$ cat src/rtl/dff_pipe.sv
// dff_pipe -- parameterised register pipeline with a live tap select and an
// enabled-cycle counter.
//
// Ports
//   clk      in   rising-edge clock
//   rst_n    in   asynchronous active-low reset
//   en       in   advance enable (0 = stall, all state holds)
//   clr      in   synchronous clear, wins over en
//   d        in   [WIDTH-1:0] input sample
//   d_vld    in   input sample valid
//   dly_sel  in   [SEL_W-1:0] tap select, latency = dly_sel+1 enabled edges
//   q        out  [WIDTH-1:0] data at selected tap
//   q_vld    out  valid at selected tap
//   cnt      out  [CNT_W-1:0] enabled-cycle count
//   cnt_ovf  out  sticky: increment attempted while cnt was all-ones
module dff_pipe #(
   parameter int WIDTH    = 8,
   parameter int DEPTH    = 4,
   parameter int CNT_W    = 32,
   parameter int CNT_WRAP = 1,
   localparam int SEL_W   = $clog2(DEPTH) + 1
) (
   input  logic             clk,
   input  logic             rst_n,
   input  logic             en,
   input  logic             clr,
   input  logic [WIDTH-1:0] d,
   input  logic             d_vld,
   input  logic [SEL_W-1:0] dly_sel,
   output logic [WIDTH-1:0] q,
   output logic             q_vld,
   output logic [CNT_W-1:0] cnt,
   output logic             cnt_ovf
);

   logic [DEPTH-1:0][WIDTH-1:0] data_q, data_d;
   logic [DEPTH-1:0]            vld_q,  vld_d;
   logic [CNT_W-1:0]            cnt_q,  cnt_d;
   logic                        ovf_q,  ovf_d;
   logic [SEL_W-1:0]            tap;

   // Stage and counter next-state. Data shifts regardless of valid; the
   // valid bit alone qualifies it downstream.
   always_comb begin
      data_d = data_q;
      vld_d  = vld_q;
      cnt_d  = cnt_q;
      ovf_d  = ovf_q;
      if (clr) begin
         data_d = '0;
         vld_d  = '0;
         cnt_d  = '0;
         ovf_d  = 1'b0;
      end else if (en) begin
         data_d[0] = d;
         vld_d[0]  = d_vld;
         for (int i = 1; i < DEPTH; i++) begin
            data_d[i] = data_q[i-1];
            vld_d[i]  = vld_q[i-1];
         end
         if (cnt_q == '1) begin
            ovf_d = 1'b1;
            cnt_d = (CNT_WRAP != 0) ? '0 : cnt_q;
         end else begin
            cnt_d = cnt_q + 1'b1;
         end
      end
   end

   always_ff @(posedge clk or negedge rst_n) begin
      if (!rst_n) begin
         data_q <= '0;
         vld_q  <= '0;
         cnt_q  <= '0;
         ovf_q  <= 1'b0;
      end else begin
         data_q <= data_d;
         vld_q  <= vld_d;
         cnt_q  <= cnt_d;
         ovf_q  <= ovf_d;
      end
   end

   // Out-of-range selects clamp to the last stage.
   always_comb begin
      tap = (dly_sel >= SEL_W'(DEPTH)) ? SEL_W'(DEPTH - 1) : dly_sel;
   end

   // Compare-based mux keeps the index width independent of DEPTH.
   always_comb begin
      q     = '0;
      q_vld = 1'b0;
      for (int i = 0; i < DEPTH; i++) begin
         if (tap == SEL_W'(i)) begin
            q     = data_q[i];
            q_vld = vld_q[i];
         end
      end
   end

   assign cnt     = cnt_q;
   assign cnt_ovf = ovf_q;

endmodule

$ cat config.mk
export PLATFORM = sky130hd
export DESIGN_NAME = dff_pipe
export DESIGN_NICKNAME = d
export VERILOG_FILES = /design/src/rtl/dff_pipe.sv
export SDC_FILE = /design/constraint.sdc
export NUM_CORES = 1
export LEC_CHECK = 0
export ABC_AREA = 1
export BUFFER_PORTS_ARGS = -buffer_cell sky130_fd_sc_hd__buf_2
export CELL_PAD_IN_SITES_DETAIL_PLACEMENT = 0
export CELL_PAD_IN_SITES_GLOBAL_PLACEMENT = 2
export CORE_UTILIZATION = 29
export DETAILED_ROUTE_END_ITERATION = 8
export PLACE_DENSITY_LB_ADDON = 0.1
export RECOVER_POWER = 50
export SYNTH_ARGS = -nofsm -noshare
export SYNTH_HDL_FRONTEND = slang
export SYNTH_SLANG_ARGS = --single-unit
$ cat constraint.sdc
create_clock -name clk -period 1.5 [get_ports clk]
set_clock_uncertainty 0.15 [all_clocks]
set_input_delay 0.075 -clock clk [delete_from_list [all_inputs] [get_ports clk]]
set_output_delay 0.075 -clock clk [all_outputs]
set_load 0.005 [all_outputs]
# Word-level counts from Yosys, hierarchy flattened
# Index checks and enable logic that the tools add are counted.
[totals] register_bits=69 latch_bits=0 ram_bits=0 rom_bits=0 inputBits=16 wordCells=36 mem_count=0
[classes] add_sub_neg=1 mul=0 div_mod_pow=0 order_cmp=1 n_eq_ne=4 shift=0 n_mux=19 n_bitwise=0 n_reduce_logical=4
[op_table] op="32-bit 2-to-1 mux" count=5
[op_table] op="32-bit by 1-bit adder with 32-bit output, second input constant" count=1
[op_table] op="32-bit equality test, second input constant" count=1
[op_table] op="8-bit 2-to-1 mux" count=4
[op_table] op="4-bit 2-to-1 mux" count=2
[op_table] op="1-bit 2-to-1 mux" count=7
[op_table] op="3-bit by 2-bit equality test with 1-bit output, second input constant" count=2
[op_table] op="2-bit nonzero test" count=2
[op_table] op="3-bit by 1-bit equality test with 1-bit output, second input constant" count=1
[op_table] op="3-bit greater-or-equal comparator, second input constant" count=1
[op_table] op="3-bit logical NOT" count=1
[op_table] op="3-bit 2-to-1 mux" count=1
[op_table] op="2-bit AND reduction" count=1

# Depth between registers and ports, before layout
# Gate-level depths: netlist of run 1.
[depth] ltp_word=7 depth_mapped=11

# Least setup slack after synthesis of run 1
# Ideal clock, no wire load.
[synth_path] path_kind="register to register" start="reg cnt_q[1], in the netlist cnt[1]" end="reg cnt_q[11], in the netlist cnt[11]" setup_ns=0.119 arrival_ns=1.409 required_ns=1.231 slack_ns=-0.178 path_stages_with_launch=12 n_path_buf=1 period_less_slack_ns=1.678 path_cell_list="dfrtp_1 -> ha_1 -> inv_1 -> nor2_2 -> nand2_2 -> nor2_4 -> nand2_1 -> nand2_2 -> nand2_4 -> clkinv_4 -> buf_6 -> nor2_1"
[synth_via] elab_chain_cells=4 elab_cells_between_ends=5 classes_between="1 x add/sub; 1 x eq/ne; 3 x mux"
[synth_rtl] item="start, declared" line="38" text="logic [CNT_W-1:0] cnt_q, cnt_d;"
[synth_rtl] item="start signal, assigned" line="79" text="cnt_q <= cnt_d;"
[synth_rtl] item="32-bit by 1-bit adder with 32-bit output / 32-bit equality test (equally long branches)" line="65, 61"
[synth_rtl] item="32-bit 2-to-1 mux *" line="61" text="if (cnt_q == '1) begin"
[synth_rtl] item="32-bit 2-to-1 mux *" line="54" text="end else if (en) begin"
[synth_rtl] item="32-bit 2-to-1 mux *" line="49" text="if (clr) begin"
# Mark *: on every way between the ends. The rest lies on a longest branch, timed or not. The select of a mux whose other input is x is not followed.
# A chain may end at the register's enable or synchronous reset.

# Final worst setup path of run 1
[layout_path] start="reg cnt_q[1], in the netlist cnt[1]" end="reg cnt_q[30], in the netlist cnt[30]"
# The elaborated chain is that of the path after synthesis.

==> results of run 1 <==
==> Yosys cell counts (all sizes together), types with 4 or more instances <==
cell type | number | share of area
nand2 | 142 | 0.15
nor2 | 81 | 0.092
dfrtp | 69 | 0.47
inv | 69 | 0.071
nand3 | 29 | 0.040
o22ai | 22 | 0.038
o21ai | 19 | 0.026
nand4 | 10 | 0.017
clkbuf | 8 | 0.0082
a21oi | 6 | 0.0082
xnor2 | 6 | 0.014
xor2 | 6 | 0.014
o2111ai | 5 | 0.012
nor3 | 4 | 0.0069
==> area by class of cell <==
| cell class | count | area (um^2) | area share |
|---|---|---|---|
| timing repair buffer | 165 | 1151 | 0.2055 |
| inverter | 70 | 277.8 | 0.04959 |
| clock inverter | 4 | 97.59 | 0.01742 |
| tap | 168 | 210.2 | 0.03753 |
| multi-input combinational | 337 | 1863 | 0.3326 |
| clock buffer | 10 | 239.0 | 0.04266 |
| timing repair inverter | 3 | 33.78 | 0.006031 |
| sequential | 69 | 1729 | 0.3087 |
==> routing by layer <==
layer	vias to the layer above	track usage
li1	1891	-
met1	1706	0.2876
met2	49	0.2723
met3	12	0.02806
met4	0	0.07532
met5	-	0
==> metrics by stage <==
| stage | power, uW | std cells | setup WS (ns) | setup TNS, ns |
|---|---|---|---|---|
| after floorplan | 2167 | 486 | -0.1281 | -2.540 |
| final | 5013 | 826 | -0.1949 | -5.176 |
| after global placement | 2403 | 786 | -0.3269 | -5.165 |
| after CTS | 4977 | 817 | -0.1823 | -4.813 |
| after global routing | 5212 | 826 | -0.3230 | -9.283 |
| after detailed placement | 2406 | 786 | -0.2539 | -6.546 |
==> report_power, final <==
part | leakage [uW] | switching [uW] | internal (uW)
registers | 0.000950 | 47.7 | 1910
clock network | 0.000161 | 826 | 1650
logic | 0.00154 | 323 | 250
total | 0.00265 | 1200 | 3820
==> worst min-delay path, cell delays in order <==
cell and delay (ns):
sky130_fd_sc_hd__buf_2 0.11, sky130_fd_sc_hd__nor2_1 0.10, sky130_fd_sc_hd__nand2_4 0.11, sky130_fd_sc_hd__a21oi_1 0.06
==> timing repair <==
item,4_1_cts,5_1_grt
hold buffers,14,0
setup endpoints to repair,33,42
endpoints found under the hold margin,81,0
pin swaps,3,15
gates cloned,2,1
resized for setup,20,64
buffers inserted,1,8
==> sequential cells by signal, summed over array words and instances (netlist names) <==
name,cells
vld_q,4
cnt,32
cnt_ovf,1
data_q,32
==> worst paths after layout <==
| kind | from | endpoint | slack (ns) | cells past startpoint |
|---|---|---|---|---|
| min | clr | cnt[0] | 0.01 | 4 |
| max reg2reg | cnt[1] | cnt[30] | -0.19 | 10 |
| max | cnt[1] | cnt[30] | -0.19 | 10 |
| min in group asynchronous | rst_n | data_q[15] | 0.33 | 3 |
| min reg2reg | data_q[28] | data_q[28] | 0.34 | 2 |
| max in group asynchronous | rst_n | cnt[15] | 0.22 | 3 |
==> kinds of logic (layout without fill, tap and decap cells) <==
kind of cell               Yosys count  count (layout)  share of synthesized area
DFF                                 69              69                     0.4739
AOI/OAI and AO/OA                   55              55                    0.09031
and+or+nand+nor                    269             269                     0.3156
xor gates and xnor gates            12              12                    0.02885
buffers and inverters               80             252                    0.08791
adders and majority gates            1               1                   0.003434
==> summary.md, run 1 <==
| Metric | Value |
|---|---|
| DR WL met2 | `4998 um` |
| Library cells used by synthesis | `29` |
| Number of diodes added for antenna fixing | `0` |
| Async S/R FF share, synth | `1.000` |
| Total vias in the final route | `around 3,700` |
| DR top layer | `met4` |
| Mean cell area of the mapped netlist | `7.497 um^2` |
| Total Die Area | `around 13,000 um^2` |
| Synthesis warning total | `0` |
| Final Hold Slack | `~0.014 ns` |
| RSZ-0062 raised after global routing | `yes` |
| Routed met1 length | `6047 um` |
| Depth of the CTS H-tree | `3` |
| Via count of the first global-routing pass | `3,534` |
| Crit-path leading delay family | `simple AND/OR/NAND/NOR gates` |
| Iteration-0 DRC Markers | `116` |
| Fraction of the yosys area taken by sequential cells | `0.4739` |
| Detailed placer's ending HPWL | `7919 um` |
| Number of iterations in the first detailed-routing pass | `5` |
| Clk pin slew, worst setup/hold paths | `0.06 ns` |
| Number of clock buffers inserted by TritonCTS | `9` |
| Floorplan die height | `roughly 110 um` |
| Leakage power | `around 0.0027 uW` |
| Category of the most critical setup path | `flop to flop` |
| Area of the core region | `12,110 um^2` |
| Run status | `finished with violations` |
| Area delta synth->final | `53.74%` |
| Wire length on met3 | `roughly 240 um` |
| Total number of placement rows | `40` |
| Utilization of the core after routing | `0.4625` |
| Most common flop cell mapped by yosys | `sky130_fd_sc_hd__dfrtp_1` |
| Endpoint arrival time on the critical path | `between 1.5 and 2 ns` |
| Power density relative to cell area | `894.8 nW/um^2` |
| Violated checks | `setup timing` |
| Total congestion overflow | `0` |
| CP Max Fanout | `7` |
| Critical path launch point type | `flop` |
| Fraction of final layout cells sized beyond drive strength 1 | `0.3769` |
| Classification of the worst-slack hold path | `primary input to flop` |
| Max Clock Freq | `590.0 MHz` |
| Mean number of vias per cell | `4.429` |
| Slew at the pin closest to its max-slew limit | `0.9079 ns` |
| Mapped Cells | `486` |
| Worst setup margin | `-0.1949 ns` |
| Worst path buffer plus inverter count | `2` |
| Maximum number of pins on one net before global-route repair | `70` |
| Total wire length after detailed routing | `11,440 um` |
| FILL cells | `1,291` |
| Seq cells post-synth | `69` |
| CP max stage cell | `sky130_fd_sc_hd__dfrtp_1` |
| Cell-by-cell trace of the critical path | `ha_4 > inv_4 > nor2_4 > nand2_2 > nor2_4 > nand2_1 > nand2_2 > nand2_8 > clkinv_8 > nor2_1` |
| Clock insertion delay at the later pin of the skew report | `0.34 ns` |
| Endpoint class of the critical path | `flop` |
| Post-route ant nets | `0` |
| Residual DRC count | `0` |
| Wire length of the first global-routing pass | `18,590 um` |
| Number of antenna violations at the first check in global routing | `0` |
| Initial Utilization | `0.3008` |
| Maximum vdd ir drop | `0.5238 mV` |
| Critical Path Max Stage Delay | `between 0.4 and 0.5 ns` |
| Commonest non-fill, non-tap cell in the layout | `sky130_fd_sc_hd__nand2_1` |
| Leading cell types in the layout, fill and taps excluded | `sky130_fd_sc_hd__nand2_1 (123), sky130_fd_sc_hd__buf_4 (89), sky130_fd_sc_hd__dfrtp_1 (67), sky130_fd_sc_hd__inv_1 (60), sky130_fd_sc_hd__buf_2 (57)` |
| Data required, critical path | `1.58 ns` |
| Largest buffer count on any clock path | `2` |
| Global placer's final weighted congestion | `0.8106` |
| Net count of the mapped netlist | `approximately 500` |
| Number of endpoints with negative hold slack in the final report | `0` |
| Cell area after technology mapping | `3643 um^2` |
| Count of max-cap constraint violations | `0` |
| Number of nets in the final layout | `672` |
| TritonCTS clock tree | `yes` |
| Number of clock sinks seen by CTS | `69` |
| Final instance area | `5602 um^2` |
| Max-slew headroom | `0.3947` |
| Library cell used as clock root buffer | `sky130_fd_sc_hd__clkbuf_16` |
| Final period utilization | `1.130` |
| Wire length per cell after detailed routing | `13.85 um` |
| Number of enable flip-flop cells after synthesis | `0` |
| Minimum clock period after layout | `1.695 ns` |
| Placed standard-cell area | `between 4000 and 5000 um^2` |
| I/O pin total | `58` |
| Max-slew violations | `0` |
| Die Wd | `114.1 um` |
| Number of buffer cells added on primary ports | `57` |
| Final setup violating endpoints | `32` |
| Global-route usage over all layers | `0.1909` |
Note: power is estimated with default switching activity, not from simulation.
==> inputs of run 2 (changes only) <==
--- a/config.mk
+++ b/config.mk
@@ -9,6 +9,7 @@
 export BUFFER_PORTS_ARGS = -buffer_cell sky130_fd_sc_hd__buf_2
 export CELL_PAD_IN_SITES_DETAIL_PLACEMENT = 0
 export CELL_PAD_IN_SITES_GLOBAL_PLACEMENT = 2
+export CORE_ASPECT_RATIO = 1.4
 export CORE_UTILIZATION = 29
 export DETAILED_ROUTE_END_ITERATION = 8
 export PLACE_DENSITY_LB_ADDON = 0.1
==> summary.md, run 2 (synthesized netlist as in run 1, its figures left out) <==
| Metric | Value |
|---|---|
| Total wire length after detailed routing | `11,840 um` |
| Depth of the CTS H-tree | `3` |
| Maximum vdd ir drop | `0.5279 mV` |
| Global-route usage over all layers | `0.1823` |
| Endpoint class of the critical path | `flop` |
| Count of max-cap constraint violations | `0` |
| Total congestion overflow | `0` |
| Beginning of the critical path | `cnt[1]` |
| Mean number of vias per cell | `4.554` |
| Min-Delay Startpoint | `clr` |
| I/O pin total | `58` |
| Max-slew headroom | `0.3825` |
| CP Max Fanout | `11` |
| Leakage power | `0.002688 uW` |
| Number of antenna violations at the first check in global routing | `0` |
| Number of cells on the worst reg-to-reg path | `10` |
| Fraction of final layout cells sized beyond drive strength 1 | `0.3612` |
| Maximum number of pins on one net before global-route repair | `70` |
| Final setup violating endpoints | `32` |
| Number of endpoints with negative hold slack in the final report | `0` |
| Detailed placer's ending HPWL | `8511 um` |
| Reg-to-reg setup timing slack | `-0.13 ns` |
| Critical path launch point type | `flop` |
| Initial Utilization | `0.2959` |
| Wire length per cell after detailed routing | `14.44 um` |
| RSZ-0062 raised after global routing | `yes` |
| Number of clock buffers inserted by TritonCTS | `9` |
| Data required, critical path | `1.57 ns` |
| Max Clock Freq | `612.8 MHz` |
| Power density relative to cell area | `863.1 nW/um^2` |
| Number of clock sinks seen by CTS | `69` |
| Library cell used as clock root buffer | `sky130_fd_sc_hd__clkbuf_16` |
| Max-slew violations | `0` |
| Number of nets in the final layout | `683` |
| Minimum clock period after layout | `around 1.6 ns` |
| Total number of placement rows | `48` |
| Run status | `finished with violations` |
| Number of buffer cells added on primary ports | `57` |
| Final period utilization | `1.088` |
| Total vias in the final route | `3,734` |
| Launch instance of the worst register-to-register path | `cnt[1]` |
| WHS Path Cells | `4` |
| Commonest non-fill, non-tap cell in the layout | `sky130_fd_sc_hd__nand2_1` |
| Final Hold Slack | `0.05361 ns` |
| TritonCTS clock tree | `yes` |
| Post-route ant nets | `0` |
| Floorplan die height | `between 100 and 150 um` |
| Slew at the pin closest to its max-slew limit | `around 0.93 ns` |
| Endpoint arrival time on the critical path | `roughly 1.7 ns` |
| Clk pin slew, worst setup/hold paths | `0.06 ns` |
| Total Die Area | `13,020 um^2` |
| Worst setup margin | `-0.1317 ns` |
| Category of the most critical setup path | `flop to flop` |
| R2R Path End | `cnt[10]` |
| Die Wd | `96.73 um` |
| Iteration-0 DRC Markers | `around 120` |
| Area of the core region | `roughly 12,000 um^2` |
| Classification of the worst-slack hold path | `primary input to flop` |
| Number of diodes added for antenna fixing | `0` |
| Worst Hold End | `cnt[26]` |
| Violated checks | `setup timing` |
| Leading cell types in the layout, fill and taps excluded | `sky130_fd_sc_hd__nand2_1 (123), sky130_fd_sc_hd__buf_4 (103), sky130_fd_sc_hd__dfrtp_1 (68), sky130_fd_sc_hd__inv_1 (62), sky130_fd_sc_hd__buf_2 (56)` |
| Number of iterations in the first detailed-routing pass | `4` |
| Largest buffer count on any clock path | `2` |
| Clock insertion delay at the later pin of the skew report | `approximately 0.33 ns` |
| Post-place setup slack | `-0.2006 ns` |
| Global placer's final weighted congestion | `between 0.7 and 0.8` |
| Residual DRC count | `0` |
| Area delta synth->final | `51.82%` |
| Via count of the first global-routing pass | `3,638` |
| Wire length of the first global-routing pass | `18,380 um` |
-- run 2: worst max-delay path by stage --
stage | endpoint | slack, ns
2_1_floorplan | cnt[11] | -0.13
3_3_place_gp | cnt[11] | -0.17
3_5_place_dp | cnt[13] | -0.20
4_1_cts | cnt[11] | -0.12
5_1_grt | cnt[9] | -0.26
6_report | cnt[10] | -0.13
-- run 2: final cells by class --
cell class / instances / area, um^2
inverters: 70 / 275.3
clock buffers: 11 / 242.7
repair inverters: 2 / 25.02
repair buffers: 177 / 1224
clock inverters: 4 / 72.57
fillers: 1260 / 6780
well taps: 150 / 187.7
flip-flops and latches: 69 / 1728
multi-input cells: 337 / 1777
-- run 2: metal layers --
metal  vias to the layer above  share of wire  global-route usage
met5                         -              0                   0
met1                      1744           0.43              0.2139
met2                        59           0.52              0.3267
li1                       1912              -                   -
met3                        19          0.028             0.03313
met4                         0          0.025             0.07463
-- run 2: worst max-delay path: stages, from the launching register on --
cell	delay [ns]
sky130_fd_sc_hd__dfrtp_1	0.39
sky130_fd_sc_hd__ha_2	0.21
sky130_fd_sc_hd__inv_2	0.06
sky130_fd_sc_hd__nor2_4	0.09
sky130_fd_sc_hd__nand2_2	0.09
sky130_fd_sc_hd__nor2_4	0.11
sky130_fd_sc_hd__nand2_2	0.08
sky130_fd_sc_hd__nand2_4	0.09
sky130_fd_sc_hd__nand2_8	0.11
sky130_fd_sc_hd__clkinv_8	0.10
sky130_fd_sc_hd__nor2_1	0.05
-- run 2: per-stage QoR --
| step | instances | util | area, um^2 | setup TNS [ns] | power, uW |
|---|---|---|---|---|---|
| 2_1_floorplan | 486 | - | 3649 | -2.540 | 2167 |
| 3_3_place_gp | 775 | 0.3876 | 4772 | -4.526 | 2430 |
| 3_5_place_dp | 775 | 0.3876 | 4772 | -5.165 | 2434 |
| 4_1_cts | 812 | 0.4370 | 5380 | -2.794 | 4823 |
| 5_1_grt | 820 | 0.4493 | 5532 | -7.489 | 4963 |
| 6_report | 820 | 0.4493 | 5532 | -3.445 | 4774 |
-- run 2: report_power, final --
group	internal (uW)	total, uW	switching, uW
Clock	1490	2300	813
Combinational	225	522	296
Sequential	1910	1950	35.7
Total	3630	4770	1150
-- run 2: timing repair --
action | in CTS | in global routing
resized for setup | 27 | 34
pin swaps | 1 | 12
setup endpoints to repair | 37 | 36
endpoints found under the hold margin | 81 | 0
setup buffers | 8 | 6
gates cloned | 0 | 2
hold buffers | 14 | 0
==> inputs of run 3 (changes only) <==
--- a/config.mk
+++ b/config.mk
@@ -14,6 +14,7 @@
 export DETAILED_ROUTE_END_ITERATION = 8
 export PLACE_DENSITY_LB_ADDON = 0.1
 export RECOVER_POWER = 50
+export REMOVE_ABC_BUFFERS = 1
 export SYNTH_ARGS = -nofsm -noshare
 export SYNTH_HDL_FRONTEND = slang
 export SYNTH_SLANG_ARGS = --single-unit
==> summary.md, run 3 (synthesized netlist as in run 1, its figures left out) <==
| Metric | Value |
|---|---|
| Run status | `finished with violations` |
| Violated checks | `setup timing` |
| Placed instance count | `785` |
| Final period utilization | `1.115` |
| Combinational cell fraction of total power | `0.125` |
| Total congestion overflow | `0` |
| Mean number of vias per cell | `4.551` |
| Fraction of final layout cells sized beyond drive strength 1 | `0.3959` |
| Total vias in the final route | `3,764` |
| Worst setup margin | `-0.1719 ns` |
| Number of diodes added for antenna fixing | `0` |
| Final instance area | `5722 um^2` |
| Min-Delay Startpoint | `clr` |
| Slew at the pin closest to its max-slew limit | `0.9668 ns` |
| Wire length per cell after detailed routing | `14.25 um` |
| Worst path buffer plus inverter count | `3` |
| Residual DRC count | `0` |
| I/O pin total | `58` |
| Max-slew violations | `0` |
| Cell-by-cell trace of the critical path | `buf_4 > nand2_4 > nor2_4 > nand2_4 > nor2_4 > buf_4 > buf_4 > nand2_1 > xor2_1 > nor2_1` |
| Number of cells on the worst reg-to-reg path | `10` |
| Net switching share of the total power | `0.2522` |
| Number of clock sinks seen by CTS | `a little under 70` |
| Critical Path Max Stage Delay | `0.38 ns` |
| Area of the core region | `12,310 um^2` |
| Post-route ant nets | `0` |
| Maximum number of pins on one net before global-route repair | `70` |
| Library cell used as clock root buffer | `sky130_fd_sc_hd__clkbuf_16` |
| CP Max Fanout | `3` |
| Data required, critical path | `1.62 ns` |
| Global placer's final weighted congestion | `0.7657` |
| Wire length of the first global-routing pass | `18,810 um` |
| Detailed placer's ending HPWL | `between 8000 and 9000 um` |
| Global-route usage over all layers | `0.1876` |
| Worst Hold End | `cnt[0]` |
| Number of endpoints with negative hold slack in the final report | `0` |
| CP max stage cell | `sky130_fd_sc_hd__dfrtp_1` |
| Category of the most critical setup path | `flop to flop` |
| Count of max-cap constraint violations | `0` |
| Initial Utilization | `0.2959` |
| Leakage power | `0.002789 uW` |
| Number of buffer cells added on primary ports | `57` |
| Number of clock buffers inserted by TritonCTS | `9` |
| Die Wd | `96.73 um` |
| Commonest non-fill, non-tap cell in the layout | `sky130_fd_sc_hd__nand2_1` |
| Total wire length after detailed routing | `11,790 um` |
| Utilization of the core after routing | `0.4647` |
| Net load switching power | `1224 uW` |
| Clock power share | `0.474` |
| Crit-path leading delay family | `simple AND/OR/NAND/NOR gates` |
| Launch instance of the worst register-to-register path | `cnt[2]` |
| Final setup violating endpoints | `32` |
| Total Die Area | `13,020 um^2` |
| Total number of placement rows | `48` |
| Depth of the CTS H-tree | `3` |
| Power density relative to cell area | `848.1 nW/um^2` |
| Max-slew headroom | `0.3555` |
| Clk pin slew, worst setup/hold paths | `~0.060 ns` |
| Number of nets in the final layout | `690` |
| Number of iterations in the first detailed-routing pass | `5` |
| Area delta synth->final | `57.04%` |
| Floorplan die height | `134.6 um` |
| Clock insertion delay at the later pin of the skew report | `about 0.34 ns` |
| Cell-internal power | `about 3600 uW` |
| Classification of the worst-slack hold path | `primary input to flop` |
| Endpoint class of the critical path | `flop` |
| R2R Path End | `cnt[16]` |
| Max Clock Freq | `~600 MHz` |
| WHS Path Cells | `4` |
| Final standard cell count with taps included and fillers excluded | `827` |
| Number of gates on the worst path with buffers counted | `10` |
| TritonCTS clock tree | `yes` |
| Maximum vdd ir drop | `around 0.46 mV` |
| Iteration-0 DRC Markers | `130` |
| Critical path launch point type | `flop` |
| RSZ-0062 raised after global routing | `yes` |
| Most Frequent Cell on Critical Path | `sky130_fd_sc_hd__buf_4` |
| Via count of the first global-routing pass | `3,727` |
| Placed standard-cell area | `4855 um^2` |
| Largest buffer count on any clock path | `2` |
| Number of antenna violations at the first check in global routing | `0` |
| Minimum clock period after layout | `~1.7 ns` |
| Share of total power in sequential cells | `0.401` |
| Reg-to-reg setup timing slack | `-0.17 ns` |
| Leading cell types in the layout, fill and taps excluded | `sky130_fd_sc_hd__nand2_1 (121), sky130_fd_sc_hd__buf_4 (109), sky130_fd_sc_hd__dfrtp_1 (69), sky130_fd_sc_hd__inv_1 (62), sky130_fd_sc_hd__buf_2 (56)` |
| Endpoint arrival time on the critical path | `1.79 ns` |
-- run 3: changes by cell type in the layout (fill, tap and decap cells not counted), moves of 3 or more --
cell / before / now
sky130_fd_sc_hd__nor2_1: 51 / 40
sky130_fd_sc_hd__nand3_1: 27 / 24
sky130_fd_sc_hd__nor2_2: 17 / 24
sky130_fd_sc_hd__nand2_4: 2 / 6
sky130_fd_sc_hd__buf_4: 103 / 109
sky130_fd_sc_hd__nor2_4: 13 / 17
-- run 3: layout make-up --
class	instances	area (um^2)
fillers	1267	6590
multi-input cells	337	1884
flip-flops and latches	69	1727
repair buffers	183	1286
inverters	70	275.3
clock buffers	9	225.2
well taps	150	187.7
clock inverters	6	87.58
repair inverters	3	48.80
-- run 3: metrics by stage --
step,hold slack [ns],worst slack [ns],setup TNS (ns),total power [uW]
6_report,0.002001,-0.1719,-4.218,4853
3_3_place_gp,-0.01078,-0.2372,-6.471,2457
4_1_cts,0.01748,-0.1656,-4.500,4897
5_1_grt,0.02972,-0.2639,-7.389,5033
3_5_place_dp,-0.009590,-0.2790,-7.636,2466
2_1_floorplan,-0.3706,-0.1492,-3.518,2150
-- run 3: how the worst max path moves through the flow --
stage | start | endpoint
2_1_floorplan | cnt[1] | cnt[11]
3_3_place_gp | cnt[0] | cnt[20]
3_5_place_dp | cnt[0] | cnt[28]
4_1_cts | cnt[14] | cnt[26]
5_1_grt | cnt[1] | cnt[16]
6_report | cnt[2] | cnt[16]
-- run 3: what timing repair did --
action | CTS | global route
gates cloned | 3 | 0
setup buffers | 6 | 5
resized for setup | 32 | 60
hold buffers | 13 | 0
setup endpoints to repair | 38 | 43
pin swaps | 16 | 16
endpoints found under the hold margin | 80 | 0
-- run 3: metal layers --
layer  up-vias  track usage  wire (um)
li1       1921            -          -
met1      1743       0.2154       4893
met2        74       0.3306       6087
met3        26      0.02381        286
met4         0       0.1169        516
met5         -            0          0
-- run 3: power groups by stage --
stage          sequential (uW)  combinational (uW)  clock [uW]
2_1_floorplan             1980                 166           0
3_3_place_gp              1980                 479           0
3_5_place_dp              1980                 485           0
4_1_cts                   1940                 576        2380
5_1_grt                   1950                 665        2420
6_report                  1950                 606        2300
-- run 3: worst min-delay path, delay by kind of cell --
kind            cells  cell delay, ns
compound gates      1            0.05
buf+inv             1            0.10
simple gates        2            0.21
